**config.mk**
```make
export PLATFORM = sky130hd
export DESIGN_NAME = valve_step_sequencer
export DESIGN_NICKNAME = d
export VERILOG_FILES = /design/src/rtl/valve_step_sequencer_pkg.sv /design/src/rtl/valve_step_sequencer_prog_mem.sv /design/src/rtl/valve_step_sequencer.sv
export SDC_FILE = /design/constraint.sdc
export NUM_CORES = 1
export LEC_CHECK = 0
export ABC_AREA = 1
export CORE_ASPECT_RATIO = 1.25
export CORE_MARGIN = 10
export CORE_UTILIZATION = 45
export DETAILED_ROUTE_END_ITERATION = 10
export GPL_TIMING_DRIVEN = 0
export PLACE_DENSITY = 0.59
export SLEW_MARGIN = 20
export SYNTH_ARGS = -nofsm -noshare
export SYNTH_HDL_FRONTEND = slang
export SYNTH_SLANG_ARGS = --single-unit
```
**constraint.sdc**
```tcl
create_clock -name clk -period 4.2 [get_ports clk]
set_input_delay 0.63 -clock clk [delete_from_list [all_inputs] [get_ports clk]]
set_output_delay 0.63 -clock clk [all_outputs]
set_load 0.1 [all_outputs]
```
**src/rtl/valve_step_sequencer_pkg.sv**
```systemverilog
// valve_step_sequencer_pkg: shared unit encodings, step-word layout and FSM states
package valve_step_sequencer_pkg;

    localparam logic [2:0] UNIT_MS  = 3'd0;
    localparam logic [2:0] UNIT_S   = 3'd1;
    localparam logic [2:0] UNIT_MIN = 3'd2;
    localparam logic [2:0] UNIT_HR  = 3'd3;
    localparam logic [2:0] UNIT_DAY = 3'd4;

    localparam int DELAY_W = 6;
    localparam int UNIT_W  = 3;
    localparam int CTRL_W  = 1 + UNIT_W + DELAY_W;

    // Control header that sits above the valve field in a step word.
    typedef struct packed {
        logic              last;
        logic [UNIT_W-1:0]  unit;
        logic [DELAY_W-1:0] delay;
    } step_t;

    typedef enum logic [2:0] {
        ST_IDLE,
        ST_FETCH,
        ST_APPLY,
        ST_WAIT,
        ST_RELEASE
    } state_t;

    function automatic logic unit_ok(input logic [UNIT_W-1:0] u);
        return u <= UNIT_DAY;
    endfunction

endpackage

```
**src/rtl/valve_step_sequencer_prog_mem.sv**
```systemverilog
// seq_prog_mem: DEPTH x WIDTH simple dual-port program RAM with synchronous read
// ports: we/waddr/wdata write port; raddr in, rdata out one cycle later.
module seq_prog_mem #(
    parameter int WIDTH  = 26,
    parameter int DEPTH  = 16,
    parameter int ADDR_W = 4
) (
    input  logic              clk,
    input  logic              we,
    input  logic [ADDR_W-1:0] waddr,
    input  logic [WIDTH-1:0]  wdata,
    input  logic [ADDR_W-1:0] raddr,
    output logic [WIDTH-1:0]  rdata
);

    logic [WIDTH-1:0] mem_q [DEPTH];
    logic [WIDTH-1:0] rdata_q;

    always_ff @(posedge clk) begin
        if (we) mem_q[waddr] <= wdata;
        rdata_q <= mem_q[raddr];
    end

    assign rdata = rdata_q;

endmodule

```
**src/rtl/valve_step_sequencer.sv**
```systemverilog
// valve_step_sequencer: steps the valve array through a stored program timed by the external delay counter
// ports: prog_we/prog_addr/prog_wdata load the program while idle; run_start/abort/loop_en control runs;
//        delay/delay_unit/delay_start/count_done drive the delay counter;
//        valves/step_idx/busy/seq_done/err report to the valve driver and host.
module valve_step_sequencer
    import valve_step_sequencer_pkg::*;
#(
    parameter int                  N_VALVES  = 16,
    parameter int                  DEPTH     = 16,
    parameter int                  ADDR_W    = 4,
    parameter logic [N_VALVES-1:0] SAFE_MASK = '0
) (
    input  logic                       clk,
    input  logic                       rst,
    input  logic                       prog_we,
    input  logic [ADDR_W-1:0]          prog_addr,
    input  logic [N_VALVES+CTRL_W-1:0] prog_wdata,
    input  logic                       run_start,
    input  logic                       abort,
    input  logic                       loop_en,
    output logic [DELAY_W-1:0]         delay,
    output logic [UNIT_W-1:0]          delay_unit,
    output logic                       delay_start,
    input  logic                       count_done,
    output logic [N_VALVES-1:0]        valves,
    output logic [ADDR_W-1:0]          step_idx,
    output logic                       busy,
    output logic                       seq_done,
    output logic                       err
);

    localparam int WORD_W = N_VALVES + CTRL_W;

    state_t              state_q, state_d;
    logic [N_VALVES-1:0] valves_q, valves_d;
    logic [DELAY_W-1:0]  delay_q, delay_d;
    logic [UNIT_W-1:0]   unit_q, unit_d;
    logic                start_q, start_d;
    logic [ADDR_W-1:0]   idx_q, idx_d;
    logic                done_q, done_d;
    logic                err_q, err_d;
    logic                last_q, last_d;
    logic [WORD_W-1:0]   rdata;
    step_t               hdr;
    logic [N_VALVES-1:0] word_valves;
    logic                bad, adv, at_end, finish;

    assign hdr         = step_t'(rdata[WORD_W-1:N_VALVES]);
    assign word_valves = rdata[N_VALVES-1:0];

    // Read address is step_idx, which is stable through FETCH, so rdata is valid in APPLY.
    seq_prog_mem #(
        .WIDTH (WORD_W),
        .DEPTH (DEPTH),
        .ADDR_W(ADDR_W)
    ) u_mem (
        .clk  (clk),
        .we   (prog_we && state_q == ST_IDLE),
        .waddr(prog_addr),
        .wdata(prog_wdata),
        .raddr(idx_q),
        .rdata(rdata)
    );

    assign bad    = state_q == ST_APPLY && !unit_ok(hdr.unit);
    assign adv    = (state_q == ST_APPLY && !bad && hdr.delay == '0) ||
                    (state_q == ST_RELEASE && !count_done);
    // In RELEASE the last flag comes from the copy latched in APPLY.
    assign at_end = (state_q == ST_APPLY ? hdr.last : last_q) || idx_q == ADDR_W'(DEPTH - 1);
    assign finish = adv && at_end && !loop_en;

    always_ff @(posedge clk) begin
        if (rst) state_q <= ST_IDLE;
        else     state_q <= state_d;
    end

    always_comb begin
        state_d = state_q;
        if (abort || bad) state_d = ST_IDLE;
        else if (adv) state_d = finish ? ST_IDLE : ST_FETCH;
        else if (state_q == ST_IDLE) state_d = run_start ? ST_FETCH : ST_IDLE;
        else if (state_q == ST_FETCH) state_d = ST_APPLY;
        else if (state_q == ST_APPLY) state_d = ST_WAIT;
        else if (state_q == ST_WAIT) state_d = count_done ? ST_RELEASE : ST_WAIT;
    end

    always_comb begin
        valves_d = valves_q;
        delay_d  = delay_q;
        unit_d   = unit_q;
        start_d  = start_q;
        idx_d    = idx_q;
        err_d    = err_q;
        last_d   = last_q;
        done_d   = 1'b0;
        if (abort) begin
            valves_d = SAFE_MASK;
            start_d  = 1'b0;
        end else begin
            if (state_q == ST_IDLE && run_start) begin
                idx_d = '0;
                err_d = 1'b0;
            end
            if (bad) begin
                err_d    = 1'b1;
                valves_d = SAFE_MASK;
            end else if (state_q == ST_APPLY) begin
                valves_d = word_valves;
                delay_d  = hdr.delay;
                unit_d   = hdr.unit;
                last_d   = hdr.last;
                start_d  = hdr.delay != '0;
            end
            if (state_q == ST_WAIT && count_done) start_d = 1'b0;
            if (finish) begin
                valves_d = SAFE_MASK;
                done_d   = 1'b1;
            end else if (adv) begin
                idx_d = at_end ? '0 : idx_q + 1'b1;
            end
        end
    end

    always_ff @(posedge clk) begin
        if (rst) begin
            valves_q <= SAFE_MASK;
            delay_q  <= '0;
            unit_q   <= '0;
            start_q  <= 1'b0;
            idx_q    <= '0;
            done_q   <= 1'b0;
            err_q    <= 1'b0;
            last_q   <= 1'b0;
        end else begin
            valves_q <= valves_d;
            delay_q  <= delay_d;
            unit_q   <= unit_d;
            start_q  <= start_d;
            idx_q    <= idx_d;
            done_q   <= done_d;
            err_q    <= err_d;
            last_q   <= last_d;
        end
    end

    assign valves      = valves_q;
    assign delay       = delay_q;
    assign delay_unit  = unit_q;
    assign delay_start = start_q;
    assign step_idx    = idx_q;
    assign seq_done    = done_q;
    assign err         = err_q;
    assign busy        = state_q != ST_IDLE;

endmodule

```
==> Word-level counts from Yosys, hierarchy flattened <==
Memories as Yosys holds them, arrays and structs flattened. A register that Yosys moved wholly into a read port is not among the register bits.
Index checks and enable logic that the tools add are counted.
{ "word_totals": {"out_inout_bits": 33, "mem_bits_rw": 416, "memories": 1, "in_bits": 37, "ff_bits": 36} }
{ "classes": {"n_bitwise": 2, "muxes": 18, "add_sub_neg": 1, "eq_ne": 5, "n_lt_le_gt_ge": 1, "n_reduce_logical": 30} }
{ "mem_list": {"columns": ["name", "words", "width", "rd", "rd_ports_with_merged_regs", "write_ports", "line", "source"], "rows": [
  ["u_mem.mem_q", 16, 26, 1, 1, 1, "valve_step_sequencer_prog_mem.sv:16", "logic [WIDTH-1:0] mem_q [DEPTH];"]
]} }
{ "op_table": {"columns": ["cell", "count"], "rows": [
  ["two-way mux 3 bit", 6],
  ["two-way mux 4 bit", 4],
  ["logical AND 1 bit", 9],
  ["two-way mux 1 bit", 8],
  ["equality test 3 x 2 -> 1 bit (second input constant)", 2],
  ["zero test 6 bit", 1],
  ["AND reduction 2 bit", 3],
  ["nonzero test 6 bit", 1],
  ["nonzero test 5 bit", 1],
  ["adder 4 x 1 -> 4 bit (second input constant)", 1],
  ["equality test 4 bit (second input constant)", 1],
  ["zero test 1 bit", 4],
  ["OR reduction 2 bit", 2],
  ["OR reduction 4 bit", 1],
  ["equality test 3 x 1 -> 1 bit (second input constant)", 1],
  ["equality test 3 bit (second input constant)", 1],
  ["<= comparator 3 bit (second input constant)", 1],
  ["zero test 3 bit", 1],
  ["logical OR 1 bit", 3],
  ["AND reduction 3 bit", 1],
  ["nonzero test 3 bit", 1],
  ["OR reduction 3 bit", 1],
  ["NOT 1 bit", 2],
  ["nonzero test 2 bit", 1]
]} }

==> Logic depth before layout (Yosys ltp) <==
Gate-level depths: netlist (run 1).
{ "depth": {"word_depth": 11, "ltp_mapped": 11, "depth_no_buf": 9} }

==> Cells and area by module <==
From an unflattened synthesis (run 1), not the netlist that was laid out.
{ "hier_totals": {"cells_unflattened": 1944, "area_unflattened_um2": 19925.4} }
{ "by_module_without_submodules": {"columns": ["mod", "n_inst", "area_per_inst_um2", "cells_per_inst"], "rows": [
  ["seq_prog_mem", 1, 18313.8, 1727],
  ["valve_step_sequencer", 1, 1611.5, 217]
]} }

==> Worst setup path before layout (run 1) <==
OpenSTA, ideal clock, no wires.
{ "synth_timing": {"kind": "flip-flop to flip-flop", "startpoint": "register state_q[2]", "endpoint": "memory u_mem.mem_q[11][0], enable pin", "period_less_slack_ns": 3.233, "t_arrival_ns": 2.824, "path_stages_with_launch": 6, "required_time_ns": 3.791, "n_path_buf": 0, "path_slack_ns": 0.967, "setup_ns": 0.409, "cell_sequence": "dfxtp_1 nor2_2 nand2_1 nor2_1 nand3_1 nor2_1"} }
{ "synth_between": {"elab_chain_cells": 4} }
{ "synth_rtl": {"columns": ["element", "line", "source"], "rows": [
  ["start, declared", "valve_step_sequencer.sv:34", "state_t state_q, state_d;"],
  ["start signal, assigned", "valve_step_sequencer.sv:74", "else state_q <= state_d;"],
  ["zero test 3 bit", "valve_step_sequencer.sv:58", ".we (prog_we && state_q == ST_IDLE),"],
  ["logical AND 1 bit", "valve_step_sequencer.sv:58", null],
  ["two-way mux 1 bit", "valve_step_sequencer_prog_mem.sv:20", "if (we) mem_q[waddr] <= wdata;"],
  ["two-way mux 1 bit (implied by the code)", "valve_step_sequencer_prog_mem.sv:20", null],
  ["end, declared", "valve_step_sequencer_prog_mem.sv:16", null]
]} }
Every way passes these cells.

==> Worst setup path after layout (run 1) <==
{ "layout_timing": {"startpoint": "register state_q[1]", "endpoint": "output busy"} }
{ "layout_between": {"elab_chain_cells": 1} }
{ "layout_rtl": {"columns": ["element", "line", "source"], "rows": [
  ["nonzero test 3 bit", "valve_step_sequencer.sv:153", "assign busy = state_q != ST_IDLE;"],
  ["end, declared", "valve_step_sequencer.sv:27", "output logic busy,"]
]} }
Every way passes these cells.

==> qor.yml, run 1 <==
outcome: "completed"
place_area_sq_um: 20400
die-width_um: 201
p_sw_mw: 2.15
slowest_stage: "clkdlybuf4s50_1"
synth-seq-cells: 478
crit_arrival_ns: 2.38
busiest_layer: "met2"
num_io_pins: 70
cts_buffers: 46
vias: 12512
combPwrFrac_pct: 5.4
postCtsSetupBuffers: 0
gr-usage-all-layers_pct: 22.6
crit_buf_inv: 2
total_power_mw: 9.78
postCtsHoldBufs: 0
fin_skew_ns: 0.0156
crit_chain: "inv_1 > nand2_1 > clkdlybuf4s50_1"
fill_cells: 3396
min_period_ns: 3.01
leakagePower_nw: 7.01
synth_cell_type_count: 35
worstMarginPinSlew_ns: 1.13
fin_crit_sh_pct: 71.8
syn_area_sq_um: 18500
power.share.switching_pct: 22.0
worst_setup_path_start_kind: "register"
syn_avg_cell_area_sq_um: 12.5
synth_compound_area_share_pct: 12.0
ir_drop_mv: 0.289
yosysWarnings: 0
max_stage_delay_ns: 1.15
cts_resized: 0
cts_tree: "yes"
ant_nets: 0
portBuffers: 69
use_met3_pct: 3.97
path_max_fanout: 7
pwr-share-clk_pct: 40.7
grt_pass1_vias: 12299
multi_input_area_sq_um: 4330
p_seq_share_pct: 53.9
dp_hpwl_um: 38100
clk-insertion-delay-late_ns: 0.56
use_met2_pct: 39.6
diodes: 0
routabilityCongestion: 0.850
final_util_pct: 54.1
min_path_type: "register to register"
num_rows: 82
synth_adder_area_share_pct: 0.0678
synthXorXnorAreaFrac_pct: 0.0474
drt_wl_total_um: 56700
core-area_sq_um: 40300
max-slew-margin-rel_pct: 24.5
synth_nets: 1512
grt_max_degree: 18
finalSetupViolCount: 0
area_growth_pct: 18.1
seq_area_sq_um: 13700
clock-sinks: 478
grt_antenna_before_repair: 1
yosys.area_share.simple_pct: 10.6
fmax_mhz: 332
worstPathRequired_ns: 3.57
netlist_instances: 1474
p_int_mw: 7.63
synth_top_family_by_area: "compound AO/OA/AOI/OAI gates"
cts_root_buf: "clkbuf_16"
die_area_sq_um: 49600
drcViolationCount: 0
grt_pass1_wl_um: 82300
clk_pin_slew_ns: 0.06
drt_first_pass_iters: 5
muxShareOfSynthArea_pct: 0
drv_slew: 0
overflow: 0
drv_cap: 0
path_class: "register to output port"
met1_usage_pct: 27.1
rsz0062_at_grt: "no"
initial_core_util_pct: 45.8
worst_setup_path_end_kind: "output port"
hold_viol: 0
fp.dieH_um: 246
cts_max_level: 2
design_area_sq_um: 21800
synth_seq_area_share_pct: 74.4
nNetsFinal: 1645
avgRoutedWirePerCell_um: 25.9
crit_family: "buffers and inverters"
clockBufferDepth: 3
drtIter0Drc: 1347
drive_above_1_share_pct: 9.01
power.density_nw_per_um2: 448
via_per_inst: 5.72
-- power by group through the flow --
stage | Sequential (mW) | Combinational (mW) | Clock [mW]
after floorplan | 5.39 | 0.215 | 0
after detailed placement | 5.37 | 0.520 | 0
final | 5.27 | 0.527 | 3.98
after CTS | 5.27 | 0.521 | 4.02
after global placement | 5.38 | 0.488 | 0
after global routing | 5.28 | 0.561 | 4.20
-- cells in the mapped netlist (all sizes together) --
| library cell | count | share of area, % |
|---|---|---|
| edfxtp | 416 | 68 |
| nor2 | 359 | 7.4 |
| o21ai | 247 | 6.7 |
| o211ai | 104 | 4.2 |
| nand2 | 87 | 1.9 |
| dfxtp | 62 | 6.7 |
| clkbuf | 48 | 0.98 |
| buf | 44 | 1.3 |
| nand3 | 43 | 1.2 |
| a21oi | 27 | 0.93 |
| inv | 24 | 0.50 |
| nor3 | 3 | 0.081 |
| nand4 | 2 | 0.068 |
| a211oi | 1 | 0.041 |
| a31oi | 1 | 0.034 |
| clkinv | 1 | 0.020 |
| ha | 1 | 0.068 |
| o2111a | 1 | 0.061 |
| o22ai | 1 | 0.034 |
| or2 | 1 | 0.034 |
| xnor2 | 1 | 0.047 |
-- worst register-to-register path: cells and delay by family (launching register included) --
family	cells	cell delay [ns]
AOI/OAI and AO/OA	1	0.23
buffers and inverters	4	1.89
and+or+nand+nor	2	0.21
DFF	1	0.32
-- flip-flops by register name, indices dropped and copies added, names as in the netlist --
register	flops
delay	6
delay_unit	3
last_q	1
step_idx	4
state_q	3
delay_start	1
u_mem.mem_q	416
u_mem.rdata	26
valves	16
seq_done	1
err	1
-- worst paths after layout --
check,start,to,slack (ns),cells past startpoint
max,state_q[1]$_SDFFE_PP0P_,busy,1.19,3
min,u_mem.rdata[0]$_DFF_P_,valves[0]$_SDFFE_PP0P_,0.45,2
max reg2reg,step_idx[2]$_SDFFE_PP0N_,u_mem.rdata[19]$_DFF_P_,1.43,7
min reg2reg,u_mem.rdata[0]$_DFF_P_,valves[0]$_SDFFE_PP0P_,0.45,2
-- stage by stage --
step / hold slack [ns] / setup TNS [ns] / instances / worst slack (ns)
floorplan: 0.429 / 0 / 1474 / 0.967
global placement: 0.442 / -175.00 / 2089 / -0.674
detailed placement: 0.442 / 0 / 2105 / 1.13
CTS: 0.453 / 0 / 2188 / 1.16
global route: 0.472 / 0 / 2188 / 1.12
finish: 0.449 / 0 / 2188 / 1.19
-- area by class of cell --
type / instances / area share [%]
clock buffer: 60 / 5.81
inverter: 25 / 0.442
timing repair buffer: 85 / 5.08
multi-input combinational: 879 / 19.8
buffer: 92 / 1.97
clock inverter: 23 / 0.723
tap: 546 / 3.13
sequential: 478 / 63.0
-- kinds of logic after synthesis --
kind of cell    Yosys count
simple gates            495
flops                   478
compound gates          382
buf+inv                 117
xor+xnor                  1
fa+ha+maj                 1
-- cell usage in the layout, fill, tap and decap left out, types with 3 or more instances in the layout --
| cell type | instances |
|---|---|
| o21ai_1 | 8 |
| clkdlybuf4s50_1 | 69 |
| o211ai_1 | 104 |
| dfxtp_1 | 62 |
| clkbuf_16 | 48 |
| edfxtp_1 | 416 |
| buf_2 | 21 |
| clkinv_2 | 7 |
| buf_4 | 7 |
| a21oi_1 | 17 |
| o21ai_0 | 239 |
| inv_1 | 22 |
| nor3_1 | 3 |
| nand3_1 | 41 |
| nor2_4 | 17 |
| buf_12 | 4 |
| a21oi_2 | 10 |
| clkinv_1 | 12 |
| clkbuf_1 | 57 |
| buf_16 | 13 |
| buf_1 | 13 |
| nand2_1 | 83 |
| nor2_1 | 340 |
-- layer usage --
layer	vias to the layer above	wire, um
met5	-	0
met4	0	2130
met3	119	4340
met2	570	28700
met1	6211	21600
li1	5612	-
No activity file was read; power rests on OpenSTA's default activity.
==> inputs of run 2 (changes only) <==
--- a/config.mk
+++ b/config.mk
@@ -11,7 +11,7 @@
 export CORE_UTILIZATION = 45
 export DETAILED_ROUTE_END_ITERATION = 10
 export GPL_TIMING_DRIVEN = 0
-export PLACE_DENSITY = 0.59
+export PLACE_DENSITY = 0.61
 export SLEW_MARGIN = 20
 export SYNTH_ARGS = -nofsm -noshare
 export SYNTH_HDL_FRONTEND = slang
==> constraint.sdc (replaced) <==
create_clock -name clk -period 2.54 [get_ports clk]
set_input_delay 0.381 -clock clk [delete_from_list [all_inputs] [get_ports clk]]
set_output_delay 0.381 -clock clk [all_outputs]
set_load 0.1 [all_outputs]
==> qor.yml, run 2 (synthesis results as in run 1) <==
grt_pass1_wl_um: 85900  # +4.4%
design_area_sq_um: 22300  # +2.4%
total_power_mw: 16.6  # +69%
final_cells: 2239  # +2.3%
overflow: 0  # unchanged
cts_tree: "yes"
avgRoutedWirePerCell_um: 26.8  # +3.3%
drt_wl_total_um: 59900  # +5.7%
grt_max_degree: 17  # -1
max-slew-margin-rel_pct: 27.8  # +3.3 points
min_path_type: "register to register"
path_common_cell: "nor2_2"
cts_root_buf: "clkbuf_16"
fin_skew_ns: 0.0154  # -0.000114 ns
area_growth_pct: 20.9
mostFrequentLayoutCell: "edfxtp_1"
dp_hpwl_um: 35100  # -7.8%
crit_arrival_ns: 2.85  # +0.47 ns
worstMarginPinSlew_ns: 1.08  # -0.0493 ns
cts_buffers: 46  # unchanged
r2r_cells: 6  # -1
grt_antenna_before_repair: 0  # -1
routabilityCongestion: 0.860  # +1.2%
leakagePower_nw: 7.26  # +3.6%
worstPathRequired_ns: 2.80  # -0.77 ns
initial_core_util_pct: 45.8  # unchanged
rsz0062_at_grt: "yes"
fill_cells: 3305  # -2.7%
min_path_cells: 2  # unchanged
clock-sinks: 478  # unchanged
path_class: "register to register"
vias: 13129  # +4.9%
drtIter0Drc: 1746  # +30%
grt_pass1_vias: 12820  # +4.2%
num_io_pins: 70  # unchanged
top_register: "u_mem.mem_q"
drt_first_pass_iters: 7  # +2
via_per_inst: 5.86  # +2.5%
die_area_sq_um: 49600  # unchanged
routed-wl-met2_um: 29800  # +4.0%
postCtsHoldBufs: 0  # unchanged
dr.max_layer_used: "met4"
min_period_ns: 2.59
diodes: 0  # unchanged
final_cell_mix: "416 x edfxtp_1, 339 x nor2_1, 239 x o21ai_0, 104 x o211ai_1, 80 x nand2_1"
drv_cap: 0  # unchanged
place_area_sq_um: 20000  # -1.8%
fin_crit_sh_pct: 102
wl_met1_um: 21700  # +0.72%
gr-usage-all-layers_pct: 23.7  # +1.1 points
nNetsFinal: 1696  # +3.1%
num_rows: 82  # unchanged
hold_viol: 0  # unchanged
finalSetupViolCount: 39  # +39
violations: "setup timing"
wl_met3_um: 6000  # +38%
outcome: "complete, but fails checks"
path_max_fanout: 14  # +7
largest_register_ffs: 416  # unchanged
fp.dieH_um: 246  # unchanged
drive_above_1_share_pct: 12.5  # +3.4 points
max_stage_delay_ns: 0.53  # -0.62 ns
drv_slew: 0  # unchanged
ir_drop_mv: 0.450  # +55%
worst_setup_path_end_kind: "register"
clk-insertion-delay-late_ns: 0.56  # about the same
core-area_sq_um: 40300  # unchanged
fmax_mhz: 386
clk_pin_slew_ns: 0.06  # about the same
portBuffers: 69  # unchanged
final_util_pct: 55.4  # +1.3 points
clockBufferDepth: 3  # unchanged
drcViolationCount: 0  # unchanged
cts_max_level: 2  # unchanged
worst_setup_path_start_kind: "register"
dp_cells: 2091  # -0.67%
crit_chain: "nor2_2 > nand2_2 > nor2_2 > nand3_2 > nor2_4 > buf_16"
power.density_nw_per_um2: 741  # +65%
die-width_um: 201  # unchanged
fin_ws_ns: -0.0489  # -1.23 ns
slowest_stage: "nand3_2"
ant_nets: 0  # unchanged
whs_ns: 0.449  # +0.00000400 ns
-- run 2: changes by cell type in the layout (fill, tap and decap cells not counted), sizes merged --
| cell | before | now |
|---|---|---|
| clkdlybuf4s50 | 69 | 66 |
| nor2 | 359 | 373 |
| buf | 60 | 97 |
| dlygate4sd2 | 0 | 3 |
| clkbuf | 108 | 103 |
| clkinvlp | 2 | 3 |
| bufinv | 2 | 6 |
-- run 2: power by group --
| group | leakage (nW) | switching, mW | internal (mW) | total, mW |
|---|---|---|---|---|
| combinational | 2.26 | 0.682 | 0.249 | 0.932 |
| clock | 0.730 | 2.91 | 3.99 | 6.91 |
| sequential | 4.27 | 0.0409 | 8.67 | 8.71 |
| total | 7.26 | 3.64 | 12.9 | 16.6 |
-- run 2: through the flow --
step	TNS (ns)	setup WS (ns)
finish	-0.914	-0.0489
global route	-4.41	-0.0983
CTS	0	0.00291
detailed placement	-304.70	-0.873
global placement	-294.98	-0.823
floorplan	0	0.127
-- run 2: repair_timing --
action                                  in CTS  in global routing
gates cloned                                14                  0
endpoints found under the setup margin     425                176
pin swaps                                   27                  4
gates resized for setup                     23                  0
setup buffers                               47                  4
-- run 2: critical path, delay by kind of cell, from the launching register on --
kind / cells / cell delay [ns]
DFF: 1 / 0.36
buffers and inverters: 1 / 0.20
and+or+nand+nor: 5 / 1.69
-- run 2: final timing paths --
path | startpoint | to | slack (ns)
worst max-delay path | state_q[2]$_SDFFE_PP0P_ | u_mem.mem_q[1][17]$_DFFE_PP_ | -0.05
worst min-delay path | u_mem.rdata[2]$_DFF_P_ | valves[2]$_SDFFE_PP0P_ | 0.45
worst max register to register | state_q[2]$_SDFFE_PP0P_ | u_mem.mem_q[1][17]$_DFFE_PP_ | -0.05
worst min register to register | u_mem.rdata[2]$_DFF_P_ | valves[2]$_SDFFE_PP0P_ | 0.45
-- run 2: cell type report --
type	count	area [sq um]	share of cell area [%]
timing repair buffer	122	1390	6.21
inverter	25	96.3	0.431
buffer	92	432	1.93
tap	546	683	3.06
multi-input combinational	893	4510	20.2
sequential	478	13700	61.5
clock inverter	28	292	1.31
clock buffer	55	1210	5.40
-- run 2: layer usage --
metal	vias up	track usage, %
li1	5721	-
met1	6467	28.7
met5	-	0
met2	795	41.2
met4	0	10.1
met3	146	3.82
